===== src/rtl/updown_counter_reg.sv =====
// updown_counter_reg: registered modulo up/down counter.
// The next count comes from a WIDTH-bit ripple chain of full-adder cells:
// a = count, b = up ? 1 : all-ones, carry-in 0, carry-out discarded.
// Synchronous load (clamped to MOD-1) takes priority over enable.
// tc pulses for one cycle after a wrap, and ovf is a sticky wrap flag.
// Build option SATURATE_EN (macro): the count holds at its bounds instead of
// wrapping. tc then marks reaching a bound, and ovf marks a blocked step.
module updown_counter_reg #(
  parameter int WIDTH = 4,
  parameter int MOD   = 10
) (
  input  logic             clk,
  input  logic             rst_n,
  input  logic             en,
  input  logic             up,
  input  logic             load,
  input  logic [WIDTH-1:0] load_val,
  input  logic             clr_ovf,
  output logic [WIDTH-1:0] count,
  output logic             tc,
  output logic             ovf
);

  localparam logic [WIDTH-1:0] MAX_C = WIDTH'(MOD - 1);
  localparam logic [WIDTH:0]   MOD_X = (WIDTH + 1)'(MOD);

  logic [WIDTH-1:0] count_q, count_d;
  logic             tc_q, tc_d;
  logic             ovf_q, ovf_d;

  logic [WIDTH-1:0] b_op;
  logic [WIDTH-1:0] sum;
  logic [WIDTH-1:0] carry;
  logic [WIDTH-1:0] load_clamp;

  // +1 when counting up; all-ones (i.e. -1 modulo 2**WIDTH) when counting down
  assign b_op     = up ? WIDTH'(1) : {WIDTH{1'b1}};
  assign carry[0] = 1'b0;

  // Ripple chain of full-adder cells; the final carry-out is never formed
  genvar i;
  for (i = 0; i < WIDTH; i++) begin : g_fa
    assign sum[i] = count_q[i] ^ b_op[i] ^ carry[i];
    if (i < WIDTH - 1) begin : g_c
      assign carry[i+1] = (count_q[i] & b_op[i]) | (carry[i] & (count_q[i] ^ b_op[i]));
    end
  end

  assign load_clamp = ({1'b0, load_val} >= MOD_X) ? MAX_C : load_val;

  // Next-state selection: load > en > hold, with wrap/saturate handling and flags
  always_comb begin
    count_d = count_q;
    tc_d    = 1'b0;
    ovf_d   = ovf_q & ~clr_ovf;
    if (load) begin
      count_d = load_clamp;
    end else if (en) begin
`ifdef SATURATE_EN
      if (up) begin
        if (count_q >= MAX_C) begin
          count_d = MAX_C;
          ovf_d   = 1'b1;
        end else begin
          count_d = sum;
          tc_d    = (sum == MAX_C);
        end
      end else begin
        if (count_q == '0) begin
          ovf_d = 1'b1;
        end else begin
          count_d = sum;
          tc_d    = (sum == '0);
        end
      end
`else
      if (up) begin
        if (count_q == MAX_C) begin
          count_d = '0;
          tc_d    = 1'b1;
          ovf_d   = 1'b1;
        end else if (count_q > MAX_C) begin
          // Out-of-range state (only reachable by forcing) recovers to zero
          count_d = '0;
        end else begin
          count_d = sum;
        end
      end else begin
        if (count_q == '0) begin
          count_d = MAX_C;
          tc_d    = 1'b1;
          ovf_d   = 1'b1;
        end else begin
          count_d = sum;
        end
      end
`endif
    end
  end

  // State registers with asynchronous active-low reset
  always_ff @(posedge clk or negedge rst_n) begin
    if (!rst_n) begin
      count_q <= '0;
      tc_q    <= 1'b0;
      ovf_q   <= 1'b0;
    end else begin
      count_q <= count_d;
      tc_q    <= tc_d;
      ovf_q   <= ovf_d;
    end
  end

  assign count = count_q;
  assign tc    = tc_q;
  assign ovf   = ovf_q;

endmodule

===== config.mk =====
export PLATFORM = sky130hd
export DESIGN_NAME = updown_counter_reg
export DESIGN_NICKNAME = d
export VERILOG_FILES = /design/src/rtl/updown_counter_reg.sv
export SDC_FILE = /design/constraint.sdc
export NUM_CORES = 1
export LEC_CHECK = 0
export BUFFER_PORTS_ARGS = -buffer_cell sky130_fd_sc_hd__buf_4
export CAP_MARGIN = 0
export CORE_MARGIN = 2
export CORE_UTILIZATION = 30
export DETAILED_ROUTE_END_ITERATION = 10
export MAX_ROUTING_LAYER = met4
export PLACE_DENSITY = 0.53
export SYNTH_ARGS = -nofsm -noshare
export SYNTH_HDL_FRONTEND = slang
export SYNTH_SLANG_ARGS = --single-unit

===== constraint.sdc =====
create_clock -name clk -period 1.9 [get_ports clk]
set_input_delay 0.285 -clock clk [delete_from_list [all_inputs] [get_ports clk]]
set_output_delay 0.285 -clock clk [all_outputs]
set_load 0.01 [all_outputs]

== Yosys cells after proc, flatten, opt, wreduce, memory -nomap -nowiden ==
Index checks and enable logic that the tools add are counted.

* Bits in registers: 6

* Equality and inequality tests: 1
* Mux-type cells: 18
* Order comparisons: 2
* Reduce and logical (&&, ||, !) cells: 2
* Bitwise logic cells: 16

{| class="wikitable"
|+ Operator list
! kind !! number
|-
| 4-bit two-way mux || 8
|-
| 1-bit two-way mux || 10
|-
| 1-bit bitwise XOR || 7
|-
| 1-bit AND || 6
|-
| 4-bit equality test, second input constant || 1
|-
| 4-bit greater-or-equal comparator, second input constant || 1
|-
| 4-bit greater-than comparator, second input constant || 1
|-
| 4-bit zero test || 1
|-
| 1-bit OR || 2
|-
| 2-bit nonzero test || 1
|-
| 1-bit NOT || 1
|}

== Logic depth before layout (Yosys ltp) ==
Gate-level depths: netlist of run 1.

* Depth in word-level cells: 12
* Gate-level depth with buffers: 8
* Gate-level depth less buffers: 8

== Worst setup path before layout of run 1 ==
No wires, ideal clock.

* Path kind: register to register
* Start point: register count_q[1] (netlist: count[1])
* End point: register count_q[3] (netlist: count[3])
* Data arrival time: 1.681 ns
* Setup slack: 0.124 ns
* Cell stages (with the launch flop): 9
* Cells stage by stage: dfrtp_1 -> inv_1 -> fa_1 -> inv_1 -> fa_1 -> inv_1 -> o21ai_0 -> mux2i_1 -> o31ai_1

* Cells in the longest elaborated chain, start to end: 11
* Elaborated cells on any way between the ends: 16
* Those cells by class: order compare: 1; eq/ne: 1; mux: 6; bitwise: 7; reduce/logical: 1

{| class="wikitable"
|+ Ends and longest elaborated chain
! what !! RTL line !! source
|-
| start, declared || 27 || <nowiki>logic [WIDTH-1:0] count_q, count_d;</nowiki>
|-
| start signal, assigned || 108 || <nowiki>count_q <= count_d;</nowiki>
|-
| 1-bit bitwise XOR || 45 || <nowiki>assign carry[i+1] = (count_q[i] & b_op[i]) | (carry[i] & (count_q[i] ^ b_op[i]));</nowiki>
|-
| 1-bit AND || 45 ||
|-
| 1-bit OR || 45 ||
|-
| 1-bit AND || 45 ||
|-
| 1-bit OR || 45 ||
|-
| 1-bit bitwise XOR || 43 || <nowiki>assign sum[i] = count_q[i] ^ b_op[i] ^ carry[i];</nowiki>
|-
| 4-bit two-way mux || 82 || <nowiki>end else if (count_q > MAX_C) begin</nowiki>
|-
| 4-bit two-way mux || 78 || <nowiki>if (count_q == MAX_C) begin</nowiki>
|-
| 4-bit two-way mux * || 77 || <nowiki>if (up) begin</nowiki>
|-
| 4-bit two-way mux * || 58 || <nowiki>end else if (en) begin</nowiki>
|-
| 4-bit two-way mux * || 56 || <nowiki>if (load) begin</nowiki>
|}

Mark *: on every way between the ends. The rest lies on a longest branch, timed or not. The select of a mux whose other input is x is not followed.
A chain may end at the register's enable or synchronous reset.

== Final worst setup path of run 1 ==
* Start point: register count_q[0] (netlist: count[0])
* End point: register count_q[3] (netlist: count[3])

* Cells in the longest elaborated chain, start to end: 11
* Elaborated cells on any way between the ends: 15
* Those cells by class: order compare: 1; eq/ne: 1; mux: 6; bitwise: 6; reduce/logical: 1

{| class="wikitable"
|+ Ends and longest elaborated chain
! what !! RTL line
|-
| 1-bit AND (2 in series) || 45
|-
| 1-bit OR || 45
|-
| 1-bit AND || 45
|-
| 1-bit OR || 45
|-
| 1-bit bitwise XOR || 43
|-
| 4-bit two-way mux || 82
|-
| 4-bit two-way mux || 78
|-
| 4-bit two-way mux * || 77
|-
| 4-bit two-way mux * || 58
|-
| 4-bit two-way mux * || 56
|}

Marks and branches as above.

==> impl_metrics.env, run 1 <==
export IMPL_status="completed"
export IMPL_met3WireLength_um=55
export IMPL_worstMarginPinSlew_ns=0.333
export IMPL_grt_pass1_vias=411
export IMPL_dp_hpwl_um=803
export IMPL_diodes=0
export IMPL_ys_flop_type="dfrtp_1"
export IMPL_critical_path_class="reg -> reg"
export IMPL_finalCritPeriodShare_pct=91.0
export IMPL_placedCellCount=78
export IMPL_hold_class="in -> reg"
export IMPL_portBuffers=15
export IMPL_yosys_area_top_type="dfrtp_1"
export IMPL_dr_wl_met2_um=457
export IMPL_cts_tree="built"
export IMPL_layout_common_cells="buf_4 (18), inv_1 (6), dfrtp_1 (6), nand2_1 (5)"
export IMPL_wl_per_cell_um=11.7
export IMPL_insertion_delay_ns=0.24
export IMPL_syn_cell_area_um2=450
export IMPL_track_usage_pct=14.2
export IMPL_dr_total_vias=408
export IMPL_grt_antenna_before_repair=0
export IMPL_cpPeakStageDelay_ns=0.40
export IMPL_ys_ff_latch=6
export IMPL_grt_max_degree=10
export IMPL_cts_sinks=6
export IMPL_utilization_pct=47.4
export IMPL_synth_compound_area_share_pct=26.1
export IMPL_power_density_nw_per_um2=716
export IMPL_worst_path_max_fanout=3
export IMPL_setup_violations_final=0
export IMPL_path_common_cell="inv_2"
export IMPL_layout_cells_most_common="buf_4"
export IMPL_die_area_um2=1830
export IMPL_synth_edff_count=0
export IMPL_wl_met1_um=453
export IMPL_synthCells=47
export IMPL_peakVddDrop_mv=0.335
export IMPL_cp_startpoint="count[0]"
export IMPL_relSlewSlack_pct=77.7
export IMPL_drive_gt1_share_pct=45.6
export IMPL_cp_num_cells=7
export IMPL_die_y_um=42.8
export IMPL_ys_top_cells_by_area="dfrtp_1 (33%), fa_1 (8.9%), inv_1 (6.7%), a2111oi_4 (6.1%), mux2i_1 (4.4%)"
export IMPL_instances_no_fill=83
export IMPL_path_buf_inv=2
export IMPL_die_x_um=42.8
export IMPL_r2r_end="count[3]"
export IMPL_cp_cell_sequence="inv_2 > fa_1 > inv_2 > fa_2 > nand2_1 > a221oi_1 > o31ai_2"
export IMPL_route_detailed_drc=0
export IMPL_placed_area_um2=592
export IMPL_skew_ns=0.00653
export IMPL_synthAdderAreaFrac_pct=8.89
export IMPL_r2r_worst_path_cells=7
export IMPL_gp_congestion=0.757
export IMPL_fin_crit_ns=1.73
export IMPL_async_flop_share_pct=100
export IMPL_maxCapViolations=0
export IMPL_syn_avg_cell_area_um2=9.58
export IMPL_synthXorXnorAreaFrac_pct=0
export IMPL_final_cell_area_um2=639
export IMPL_ys_seq_area_share_pct=33.3
export IMPL_grt_ovfl_total=0
export IMPL_cts_buffers=3
export IMPL_routed_wl_um=967
export IMPL_viasPerCell=4.92
export IMPL_power_leakage_nw=0.312
export IMPL_antenna_left=0
export IMPL_cp_arrival_ns=1.85
export IMPL_yosysWarnings=0
export IMPL_initial_core_util_pct=33.4
export IMPL_r2r_slack_ns=0.17
export IMPL_core_area_um2=1350
export IMPL_syn_nets=59
export IMPL_io_pins=16
export IMPL_hold_viol_final=0
export IMPL_grt_pass1_wl_um=1830
export IMPL_drv_slew=0
export IMPL_clkSlewWorstSetupHoldPaths_ns=0.05
export IMPL_synth_mux_area_share_pct=4.44
export IMPL_htree_levels=1
export IMPL_row_count=13
export IMPL_cp_endpoint="count[3]"
export IMPL_synth_top_family_by_area="compound AO/OA/AOI/OAI gates"
export IMPL_crit_path_start_kind="register"
export IMPL_crit_path_end_kind="register"
export IMPL_synth_cell_type_count=26
export IMPL_routed_top_layer="met3"
export IMPL_areaGrowthSynthToFinish_pct=41.9
export IMPL_worstPathRequired_ns=2.02
export IMPL_crit_slowest_cell="fa_1"
export IMPL_critPathTopFamily="adder cells"
export IMPL_maxClockFrequency_ghz=0.579
export IMPL_synth_top_area_share_pct=33.3
export IMPL_worstReg2RegStart="count[0]"
export IMPL_drt_pass1_iterations=4
export IMPL_root_buffer="clkbuf_4"
export IMPL_drt_iter0_drc=12
export IMPL_nets=82
export IMPL_yosys_area_share_simple_pct=18.6
export IMPL_clock_path_buffers=2
[kinds of logic after synthesis]
| kind of cell | Yosys count |
|---|---|
| AO/OA/AOI/OAI | 13 |
| adder cells (fa/ha/maj) | 2 |
| buffers and inverters | 10 |
| flip-flops | 6 |
| multiplexers | 2 |
| AND/OR/NAND/NOR | 14 |
[where the power goes]
group | internal (mW) | switching (mW)
registers | 0.143 | 0.0219
logic | 0.0905 | 0.0877
clock network | 0.0713 | 0.0436
[metal layers]
metal / global-route usage, % / vias to the layer above
li1: - / 205
met1: 18.6 / 189
met2: 19.7 / 14
met3: 7.66 / 0
met4: 1.88 / 0
met5: - / -
[state kept, by name (all words and copies together) (netlist names)]
register / cells
count: 4
ovf: 1
tc: 1
[per-stage QoR]
stage / setup WS, ns / hold WS, ns / setup TNS, ns / power [mW]
2_1_floorplan: 0.124 / -0.0106 / 0 / 0.258
3_3_place_gp: 0.100 / 0.0969 / 0 / 0.336
3_5_place_dp: 0.0683 / 0.0953 / 0 / 0.332
4_1_cts: 0.0886 / 0.304 / 0 / 0.450
5_1_grt: -0.00188 / 0.284 / -0.00188 / 0.500
6_report: 0.172 / 0.297 / 0 / 0.458
[how the worst min path moves through the flow]
stage	startpoint	to	cells past startpoint
3_5_place_dp	rst_n	tc	1
6_report	load	count[3]	2
5_1_grt	load_val[1]	count[1]	2
2_1_floorplan	rst_n	count[0]	0
4_1_cts	load_val[1]	count[1]	2
3_3_place_gp	rst_n	tc	1
[synthesized netlist by cell type, types with 2 or more instances]
master / instances
inv_1: 8
dfrtp_1: 6
nand2_1: 5
o21ai_0: 3
fa_1: 2
mux2i_1: 2
nor2_1: 2
[cell type report]
type,count,area [um^2]
clock buffer,3,22.5
sequential,6,150
fill,137,711
inverter,9,33.8
multi-input combinational,31,269
timing repair buffer,19,145
tap,15,18.8
[what timing repair did]
item                       in CTS  in global routing
hold endpoints to repair        6                  0
gates resized for setup         0                  5
hold buffers                    1                  0
setup endpoints to repair       0                  1
setup buffers                   0                  1
Note: power is estimated with default switching activity, not from simulation.
==> run 2, diff against run 1 <==
- BUFFER_PORTS_ARGS: -buffer_cell sky130_fd_sc_hd__buf_4 -> -buffer_cell sky130_fd_sc_hd__buf_2
==> impl_metrics.env, run 2 (synthesis results as in run 1) <==
export IMPL_clock_path_buffers=2
export IMPL_final_cell_area_um2=597
export IMPL_drt_pass1_iterations=4
export IMPL_cts_tree="built"
export IMPL_power_density_nw_per_um2=734
export IMPL_route_detailed_drc=0
export IMPL_row_count=13
export IMPL_crit_path_end_kind="register"
export IMPL_cp_startpoint="count[0]"
export IMPL_grt_ovfl_total=0
export IMPL_io_pins=16
export IMPL_worstPathRequired_ns=2.03
export IMPL_clkSlewWorstSetupHoldPaths_ns=0.04
export IMPL_grt_max_degree=10
export IMPL_cp_endpoint="count[3]"
export IMPL_placed_area_um2=562
export IMPL_wl_per_cell_um=11.5
export IMPL_maxCapViolations=0
export IMPL_cp_arrival_ns=1.88
export IMPL_grt_pass1_vias=359
export IMPL_grt_pass1_wl_um=1560
export IMPL_die_y_um=42.8
export IMPL_layout_cells_most_common="buf_2"
export IMPL_relSlewSlack_pct=77.6
export IMPL_root_buffer="clkbuf_4"
export IMPL_die_x_um=42.8
export IMPL_cts_sinks=6
export IMPL_setup_violations_final=0
export IMPL_hold_viol_final=0
export IMPL_htree_levels=1
export IMPL_dr_total_vias=393
export IMPL_fin_crit_ns=1.75
export IMPL_nets=82
export IMPL_rsz0062_at_grt="false"
export IMPL_hold_class="in -> reg"
export IMPL_fill_cells=155
export IMPL_worst_path_max_fanout=3
export IMPL_setup_tns_final_ns=0
export IMPL_viasPerCell=4.73
export IMPL_largest_register_ffs=4
export IMPL_drv_slew=0
export IMPL_skew_ns=0.00209
export IMPL_r2r_end="count[3]"
export IMPL_insertion_delay_ns=0.24
export IMPL_initial_core_util_pct=33.4
export IMPL_dp_hpwl_um=811
export IMPL_drive_gt1_share_pct=42.6
export IMPL_layout_common_cells="buf_2 (15), inv_1 (7), dfrtp_1 (6), nand2_1 (5)"
export IMPL_maxClockFrequency_ghz=0.572
export IMPL_r2r_worst_path_cells=8
export IMPL_die_area_um2=1830
export IMPL_areaGrowthSynthToFinish_pct=32.5
export IMPL_cts_buffers=3
export IMPL_gp_congestion=0.779
export IMPL_drt_iter0_drc=12
export IMPL_r2r_slack_ns=0.15
export IMPL_finalCritPeriodShare_pct=92.0
export IMPL_critical_path_class="reg -> reg"
export IMPL_worstMarginPinSlew_ns=0.334
export IMPL_track_usage_pct=12.5
export IMPL_worstReg2RegStart="count[0]"
export IMPL_peakVddDrop_mv=0.344
export IMPL_core_area_um2=1350
export IMPL_status="completed"
export IMPL_grt_antenna_before_repair=0
export IMPL_power_leakage_nw=0.302
export IMPL_antenna_left=0
export IMPL_portBuffers=15
export IMPL_diodes=0
export IMPL_routed_wl_um=955
export IMPL_crit_path_start_kind="register"
==> run 2: cell counts in the layout (fill, tap and decap cells not counted) <==
No cell type changed its count.
==> run 2: power by group <==
group	switching, mW	internal, mW	total (mW)
clock	0.0388	0.0710	0.110
combinational	0.0922	0.0782	0.170
sequential	0.0149	0.143	0.158
==> run 2: stage by stage <==
stage	util (%)	total power [mW]	setup slack [ns]	std cells	hold WS, ns
3_5_place_dp	41.6	0.325	0.0740	79	0.117
6_report	44.2	0.438	0.152	83	0.305
4_1_cts	44.0	0.445	0.102	83	0.305
3_3_place_gp	41.6	0.327	0.0492	79	0.115
5_1_grt	44.2	0.481	0.0388	83	0.314
2_1_floorplan	-	0.258	0.124	47	-0.0106
==> run 2: critical path, stage by stage, from the launching register on <==
cell     delay (ns)
dfrtp_1        0.35
inv_2          0.07
fa_1           0.38
inv_1          0.09
fa_2           0.24
inv_1          0.05
o21ai_1        0.12
mux2i_1        0.08
o31ai_1        0.27
==> run 2: layer usage <==
layer | part of all wire, % | vias to the layer above | GRT usage, %
li1 | - | 205 | -
met5 | 0 | - | -
met3 | 4.9 | 0 | 7.66
met4 | 0 | 0 | 1.88
met2 | 46 | 14 | 17.3
met1 | 49 | 174 | 15.8
==> run 2: area by class of cell <==
cell class                      count  area (um^2)  area share, %
Clock buffer                        3         22.5           3.77
Sequential cell                     6          150           25.2
Multi-Input combinational cell     31          264           44.2
Inverter                            9         33.8           5.66
Timing Repair Buffer               19          108           18.0
Tap cell                           15         18.8           3.14
==> run 2: worst min path at each step <==
stage	slack [ns]	from	depth (start not counted)	end
6_report	0.31	load_val[1]	2	count[1]
4_1_cts	0.30	load_val[1]	2	count[1]
2_1_floorplan	-0.01	rst_n	0	count[0]
3_5_place_dp	0.12	rst_n	1	tc
3_3_place_gp	0.12	rst_n	1	count[3]
5_1_grt	0.31	load_val[1]	2	count[1]
==> run 2: repair_timing <==
action,4_1_cts,5_1_grt
buffers inserted,0,0
setup endpoints to repair,0,1
resized for setup,0,3
endpoints found under the hold margin,6,0
hold buffers,1,0
==> run 3, diff against run 2 <==
--- a/config.mk
+++ b/config.mk
@@ -14,2 +14,3 @@
 export PLACE_DENSITY = 0.53
+export SETUP_SLACK_MARGIN = 0.4
 export SYNTH_ARGS = -nofsm -noshare
==> constraint.sdc (replaced) <==
create_clock -name clk -period 1.9 [get_ports clk]
set_input_delay 0.38 -clock clk [delete_from_list [all_inputs] [get_ports clk]]
set_output_delay 0.38 -clock clk [all_outputs]
set_load 0.01 [all_outputs]
==> impl_metrics.env, run 3 (synthesis results as in run 1) <==
export IMPL_power_density_nw_per_um2=732
export IMPL_p_int_mw=0.294
export IMPL_die_x_um=42.8
export IMPL_cp_arrival_ns=1.76
export IMPL_relSlewSlack_pct=75.2
export IMPL_worst_path_max_fanout=3
export IMPL_cts_tree="built"
export IMPL_route_detailed_drc=0
export IMPL_cpPeakStageDelay_ns=0.40
export IMPL_clkPwrFrac_pct=26.2
export IMPL_grt_max_degree=10
export IMPL_hold_start="load_val[1]"
export IMPL_holdPathEnd="count[1]"
export IMPL_routed_wl_um=1010
export IMPL_htree_levels=1
export IMPL_critical_path_class="reg -> reg"
export IMPL_min_path_cells=2
export IMPL_crit_slowest_cell="dfrtp_2"
export IMPL_pwr_share_comb_pct=36.3
export IMPL_grt_ovfl_total=0
export IMPL_dp_hpwl_um=786
export IMPL_status="completed"
export IMPL_maxClockFrequency_ghz=0.621
export IMPL_finalCritPeriodShare_pct=84.7
export IMPL_crit_path_end_kind="register"
export IMPL_drv_slew=0
export IMPL_drt_pass1_iterations=4
export IMPL_fin_crit_ns=1.61
export IMPL_r2r_slack_ns=0.29
export IMPL_worstMarginPinSlew_ns=0.373
export IMPL_root_buffer="clkbuf_4"
export IMPL_layout_common_cells="buf_2 (15), inv_1 (5), nand2_1 (5), dfrtp_1 (4), buf_4 (4)"
export IMPL_clock_path_buffers=2
export IMPL_power_leakage_nw=0.303
export IMPL_drt_iter0_drc=2
export IMPL_cp_cell_sequence="inv_2 > fa_2 > inv_2 > fa_2 > o21ai_2 > mux2i_1 > o31ai_1"
export IMPL_grt_pass1_wl_um=1720
export IMPL_setup_violations_final=0
export IMPL_worstPathRequired_ns=2.05
export IMPL_core_area_um2=1350
export IMPL_grt_use_met1_pct=15.7
export IMPL_dr_total_vias=413
export IMPL_portBuffers=15
export IMPL_seqPwrFrac_pct=37.5
export IMPL_cts_buffers=3
export IMPL_setup_ws_ns=0.291
export IMPL_skew_ns=0.00530
export IMPL_worstReg2RegStart="count[1]"
export IMPL_track_usage_pct=13.4
export IMPL_diodes=0
export IMPL_grt_busiest_layer="met2"
export IMPL_p_sw_mw=0.157
export IMPL_rsz0062_at_grt="true"
export IMPL_gp_congestion=0.783
export IMPL_met3_usage_pct=6.81
export IMPL_peakVddDrop_mv=0.288
export IMPL_grt_antenna_before_repair=0
export IMPL_antenna_left=0
export IMPL_clkSlewWorstSetupHoldPaths_ns=0.04
export IMPL_nets=83
export IMPL_initial_core_util_pct=33.4
export IMPL_switching_share_pct=34.8
export IMPL_post_place_ws_ns=0.118
export IMPL_drive_gt1_share_pct=52.2
export IMPL_crit_path_start_kind="register"
export IMPL_die_y_um=42.8
export IMPL_r2r_end="count[3]"
export IMPL_insertion_delay_ns=0.25
export IMPL_maxCapViolations=0
export IMPL_wl_per_cell_um=12.0
export IMPL_io_pins=16
export IMPL_use_met2_pct=20.0
export IMPL_setup_tns_final_ns=0
export IMPL_r2r_worst_path_cells=7
export IMPL_largest_register_ffs=4
export IMPL_die_area_um2=1830
export IMPL_hold_viol_final=0
export IMPL_grt_pass1_vias=403
export IMPL_viasPerCell=4.92
export IMPL_row_count=13
export IMPL_cts_sinks=6
export IMPL_areaGrowthSynthToFinish_pct=36.9
export IMPL_layout_cells_most_common="buf_2"
export IMPL_hold_class="in -> reg"
-- run 3: cell types whose count changed in the layout (fill, tap and decap cells not counted), sizes merged --
| cell | delta |
|---|---|
| buf | +1 |
-- run 3: how the worst max path moves through the flow --
stage             start  endpoint  slack [ns]  cells after the start
3_3_place_gp         up  count[3]        0.11                      8
5_1_grt        count[1]  count[3]        0.18                      7
3_5_place_dp         up  count[3]        0.12                      8
2_1_floorplan  count[0]  count[3]        0.22                      7
6_report       count[1]  count[3]        0.29                      7
4_1_cts        count[0]  count[3]        0.26                      7
-- run 3: critical path: cells and delay by family (launching register included) --
kind / cells / cell delay, ns
adder cells (fa/ha/maj): 2 / 0.55
flip-flops: 1 / 0.40
AO/OA/AOI/OAI: 2 / 0.37
multiplexers: 1 / 0.08
buffers and inverters: 2 / 0.11
-- run 3: per-layer routing --
metal	vias up	wire (um)
li1	210	-
met2	16	452
met1	187	469
met4	0	0
met3	0	85
met5	-	0
-- run 3: power groups by stage --
stage	Combinational, mW	Clock (mW)	Sequential [mW]
after global routing	0.185	0.129	0.172
final	0.164	0.118	0.169
after detailed placement	0.152	0	0.173
after global placement	0.152	0	0.173
after CTS	0.165	0.123	0.170
after floorplan	0.0834	0	0.181
-- run 3: layout make-up --
cell class	instances	area (um^2)
inverter	9	36.3
timing repair buffer	20	115
fill	137	733
multi-input combinational	31	272
clock buffer	3	22.5
sequential	6	153
tap	15	18.8
-- run 3: per-stage QoR --
step                      utilization, %  std cells  power, mW  hold slack, ns  cell area [um^2]
final                               45.7         84      0.451           0.389               617
after global routing                45.7         84      0.486           0.405               617
after CTS                           45.3         84      0.458           0.383               612
after detailed placement            41.6         78      0.325           0.206               562
after global placement              41.6         78      0.324           0.207               562
after floorplan                        -         47      0.264          0.0844               458
-- run 3: what timing repair did --
action                                 in CTS  in global routing
endpoints found under the hold margin       6                  0
setup endpoints to repair                   2                  3
gates resized for setup                     2                  1
pin swaps                                   4                  2
hold buffers                                1                  0
setup buffers                               2                  0
